`config.mk`:
```
export PLATFORM = sky130hd
export DESIGN_NAME = fifo_uart_tx
export DESIGN_NICKNAME = d
export VERILOG_FILES = /design/src/rtl/uart_pkg.sv /design/src/rtl/baud_tick_gen.sv /design/src/rtl/fifo_uart_tx.sv
export SDC_FILE = /design/constraint.sdc
export NUM_CORES = 1
export LEC_CHECK = 0
export CORE_MARGIN = 4
export CORE_UTILIZATION = 35
export DETAILED_ROUTE_END_ITERATION = 8
export DONT_BUFFER_PORTS = 1
export MAX_ROUTING_LAYER = met4
export SYNTH_ARGS = -nofsm -noshare
export SYNTH_HDL_FRONTEND = slang
export SYNTH_SLANG_ARGS = --single-unit
```
`constraint.sdc`:
```
create_clock -name clk -period 2.1 [get_ports clk]
set_clock_uncertainty 0.2 [all_clocks]
set_input_delay 0.315 -clock clk [delete_from_list [all_inputs] [get_ports clk]]
set_output_delay 0.315 -clock clk [all_outputs]
set_load 0.01 [all_outputs]
```
`src/rtl/uart_pkg.sv`:
```
// uart_pkg: shared UART width macro, FSM state encodings and line idle level
`ifndef UART_PKG_CLOG2
`define UART_PKG_CLOG2
`define CLOG2(x) $clog2(x)
`endif

package uart_pkg;
  typedef enum logic [2:0] {
    IDLE   = 3'd0,
    START  = 3'd1,
    DATA   = 3'd2,
    PARITY = 3'd3,
    STOP   = 3'd4
  } state_t;
  localparam logic UART_IDLE_LEVEL = 1'b1;
endpackage

```
`src/rtl/baud_tick_gen.sv`:
```
// baud_tick_gen: reloading down-counter that flags the last clock of each bit period
module baud_tick_gen
  import uart_pkg::*;
#(
  parameter int DIVISOR = 104
) (
  input  logic clk,
  input  logic reset_n,
  input  logic restart,
  output logic bit_done
);
  localparam int W = (`CLOG2(DIVISOR) < 1) ? 1 : `CLOG2(DIVISOR);
  localparam logic [W-1:0] TOP = W'(DIVISOR - 1);
  logic [W-1:0] cnt;
  assign bit_done = cnt == '0;
  // Free-running reload keeps consecutive bits exactly DIVISOR clocks long
  always_ff @(posedge clk or negedge reset_n)
    if (!reset_n) cnt <= '0;
    else cnt <= (restart || bit_done) ? TOP : cnt - W'(1);
endmodule

```
`src/rtl/fifo_uart_tx.sv`:
```
// fifo_uart_tx: pops the byte FIFO and shifts each byte out as a UART frame on serial
// Define UART_TX_PARITY_EN to insert an even-parity bit between DATA and STOP.
module fifo_uart_tx
  import uart_pkg::*;
#(
  parameter int DIVISOR = 104,
  parameter int WIDTH   = 8
) (
  input  logic             clk,
  input  logic             reset_n,
  input  logic             data_available,
  input  logic [WIDTH-1:0] read_data,
  output logic             read_strobe,
  output logic             serial,
  output logic             busy
);
  state_t state, state_n;
  logic [WIDTH-1:0] shift, shift_n;
  logic [2:0] idx, idx_n;
  logic bit_done, load, serial_n, par_bit;
  baud_tick_gen #(.DIVISOR(DIVISOR)) u_baud (
    .clk(clk),
    .reset_n(reset_n),
    .restart(state == IDLE && data_available),
    .bit_done(bit_done)
  );
`ifdef UART_TX_PARITY_EN
  always_ff @(posedge clk or negedge reset_n)
    if (!reset_n) par_bit <= 1'b0;
    else if (load) par_bit <= ^read_data;
`else
  assign par_bit = UART_IDLE_LEVEL;
`endif
  always_comb begin
    state_n = state;
    shift_n = shift;
    idx_n   = idx;
    load    = 1'b0;
    case (state)
      IDLE:  if (data_available) begin
        state_n = START;
        load    = 1'b1;
      end
      START: if (bit_done) begin
        state_n = DATA;
        idx_n   = 3'd0;
      end
      DATA:  if (bit_done) begin
        shift_n = shift >> 1;
        idx_n   = idx + 3'd1;
`ifdef UART_TX_PARITY_EN
        if (idx == 3'(WIDTH - 1)) state_n = PARITY;
`else
        if (idx == 3'(WIDTH - 1)) state_n = STOP;
`endif
      end
`ifdef UART_TX_PARITY_EN
      PARITY: if (bit_done) state_n = STOP;
`endif
      STOP:  if (bit_done) begin
        state_n = data_available ? START : IDLE;
        load    = data_available;
      end
      default: state_n = IDLE;
    endcase
    if (load) shift_n = read_data;
    serial_n = state_n == START  ? 1'b0 :
               state_n == DATA   ? shift_n[0] :
               state_n == PARITY ? par_bit : UART_IDLE_LEVEL;
  end
  always_ff @(posedge clk or negedge reset_n)
    if (!reset_n) begin
      state       <= IDLE;
      shift       <= '0;
      idx         <= '0;
      serial      <= UART_IDLE_LEVEL;
      busy        <= 1'b0;
      read_strobe <= 1'b0;
    end else begin
      state       <= state_n;
      shift       <= shift_n;
      idx         <= idx_n;
      serial      <= serial_n;
      busy        <= state_n != IDLE;
      read_strobe <= load;
    end
endmodule

```
==> impl_metrics.yaml <==
clock_network:
  cts_tree: "yes"
  worstSkewPairLatency_ns: 0.31
  numCtsBuffers: 3
  clk_pin_slew_ns: 0.13
  htreeDepth: 1
  cts_buffer_depth: 2
  cts-root-buf: "clkbuf_4"
  clock-sinks: 24
timing:
  relSlewSlack: 0.761
  fin_crit_ns: 2.24
  holdWs_ns: 0.0807
  fmax_mhz: 447
  period_share: 1.07
  worst_slack_ns: -0.139
  slew_viol_final: 0
  worst_pin_slew_ns: 0.359
  rsz0062_at_grt: "yes"
  tns_ns: -1.00
  setup_violations: 12
  final_hold_viol_count: 0
placement:
  pre_cts_ws_ns: -0.157
  gp_congestion: 0.794
  dpl.cell_count: 162
  numPortBuffers: 0
  place_hpwl_mm: 1.70
layout:
  area_growth_pct: 37.6
  final_nets: 149
  n_antenna_cell: 0
  seq_area_sq_um: 602
  fin_util: 0.507
  final_common_cell: "dfrtp_1"
  most-common-layout-cells: "dfrtp_1, buf_4, nand2_1, dlygate4sd3_1"
  drive_gt1_frac: 0.306
  fillers: 304
  stdcell_count: 178
  multiInputGateArea_sq_um: 544
logic_synthesis:
  netlist_instances: 101
  async_flop_share: 1.00
  syn_area_sq_um: 1120
  syn_area_per_cell_sq_um: 11.1
  synth_nets: 115
  ys_ff_latch: 24
  yosysSeqAreaShare: 0.535
  synth.distinct_cells: 32
  ys_warn_count: 0
  synthFlopType: "dfrtp_1"
  synth_edf_count: 0
pwr:
  p_per_area_nw_per_um2: 1020
  peakVddDrop_mv: 0.542
  p_leak_uw: 0.000695
drt:
  vias: 886
  via_per_inst: 4.98
  drt_iter0_markers: 45
  wl_per_cell_um: 13.1
  totalWireLength_mm: 2.33
  drc: 0
  drt_pass1_iterations: 4
  drtAntennaViolNets: 0
floorplan:
  core_sq_um: 3050
  initial_core_util: 0.368
  rows: 20
  fp.dieH_um: 64.7
  io_pins: 14
  dieArea_sq_um: 4180
  die_x_um: 64.7
min_path:
  worst_hold_path_type: "input pin to flop"
global_routing:
  antenna_found_initial: 0
  grt_pass1_vias: 912
  grt_max_degree: 25
  met3_usage: 0.0260
  use_met2: 0.213
  use_met1: 0.158
  track_usage: 0.127
  top_usage_layer: "met2"
  grt_pass1_wl_mm: 4.10
  gr-total-overflow: 0
setup_path:
  cp.required_ns: 2.11
  reg2reg_slack_ns: -0.14
  arrival_ns: 2.25
  worstSetupStartpointType: "flop"
  setup.worst_path.class: "flop to flop"
  worstSetupEndpointType: "flop"
  worstPathMaxFanout: 6
run_status:
  failed_checks: "setup timing"
  outcome: "finished, violations left"
job:
  cap_violations: 0
## metrics by stage
step | power, uW | instance area, sq um
5_1_grt | 1700 | 1550
3_5_place_dp | 1180 | 1320
6_report | 1580 | 1550
3_3_place_gp | 1160 | 1320
2_1_floorplan | 1020 | 1140
4_1_cts | 1570 | 1510
## cell families (layout without fill, tap and decap cells)
kind of cell	Yosys count	count (layout)	share of synthesized area
AND/OR/NAND/NOR	37	37	0.180
adder cells (fa/ha/maj)	3	3	0.0334
multiplexers	4	4	0.0356
buffers and inverters	9	42	0.0311
flip-flops	24	24	0.535
XOR/XNOR	3	3	0.0234
AO/OA/AOI/OAI	21	21	0.161
## flip-flops by register name (all words and copies together), names as in the netlist
register	cells
busy	1
idx	3
read_strobe	1
serial	1
shift	8
state	3
u_baud.cnt	7
## worst max-delay path, stage by stage (launching register included)
cell,delay (ns)
dfrtp_1,0.40
inv_1,0.06
ha_2,0.18
or4b_4,0.49
or3_4,0.35
o21a_4,0.15
a221o_1,0.30
## report_power, final
group | internal, uW | leakage [uW] | switching [uW]
clock network | 193 | 0.0000279 | 140
registers | 616 | 0.000291 | 92.5
logic | 285 | 0.000375 | 251
## synthesized netlist by cell type (2+ instances only)
master / count / share of area
or3b_2: 2 / 0.016
o2bb2ai_1: 3 / 0.023
nor4_1: 2 / 0.011
xnor2_1: 2 / 0.016
nor3_1: 3 / 0.013
inv_1: 7 / 0.023
a22oi_1: 2 / 0.013
a221o_1: 6 / 0.053
dfrtp_1: 23 / 0.51
mux2i_1: 4 / 0.036
nand2_1: 9 / 0.030
ha_1: 3 / 0.033
and2_1: 7 / 0.039
a21oi_1: 2 / 0.0089
nor2_1: 9 / 0.030
## metal layers
metal  vias to the layer above  wire (um)
li1                        431          -
met1                       441       1090
met2                        10       1160
met3                         4         51
met4                         0         21
met5                         -          0
## area by class of cell
class	count	share of cell area
well taps	44	0.0356
flip-flops and latches	24	0.389
multi-input cells	68	0.352
inverters	7	0.0170
clock inverters	1	0.0194
clock buffers	3	0.0146
repair buffers	31	0.173
## final timing paths
check / startpoint / to / cells past startpoint
max: u_baud.cnt[0]$_DFF_PN0_ / shift[4]$_DFFE_PN0P_ / 6
min: data_available / state[0]$_DFF_PN0_ / 3
max reg2reg: u_baud.cnt[0]$_DFF_PN0_ / shift[4]$_DFFE_PN0P_ / 6
min reg2reg: shift[5]$_DFFE_PN0P_ / shift[5]$_DFFE_PN0P_ / 1
max in group asynchronous: reset_n / serial$_DFF_PN1_ / 2
min in group asynchronous: reset_n / idx[0]$_DFFE_PN0P_ / 2
## what timing repair did
item,in CTS,in global routing
pin swaps,4,6
hold buffers,10,0
gates resized for setup,4,6
setup endpoints to repair,20,19
setup buffers,1,1
hold endpoints to repair,32,0
Note: power is estimated with default switching activity, not from simulation.
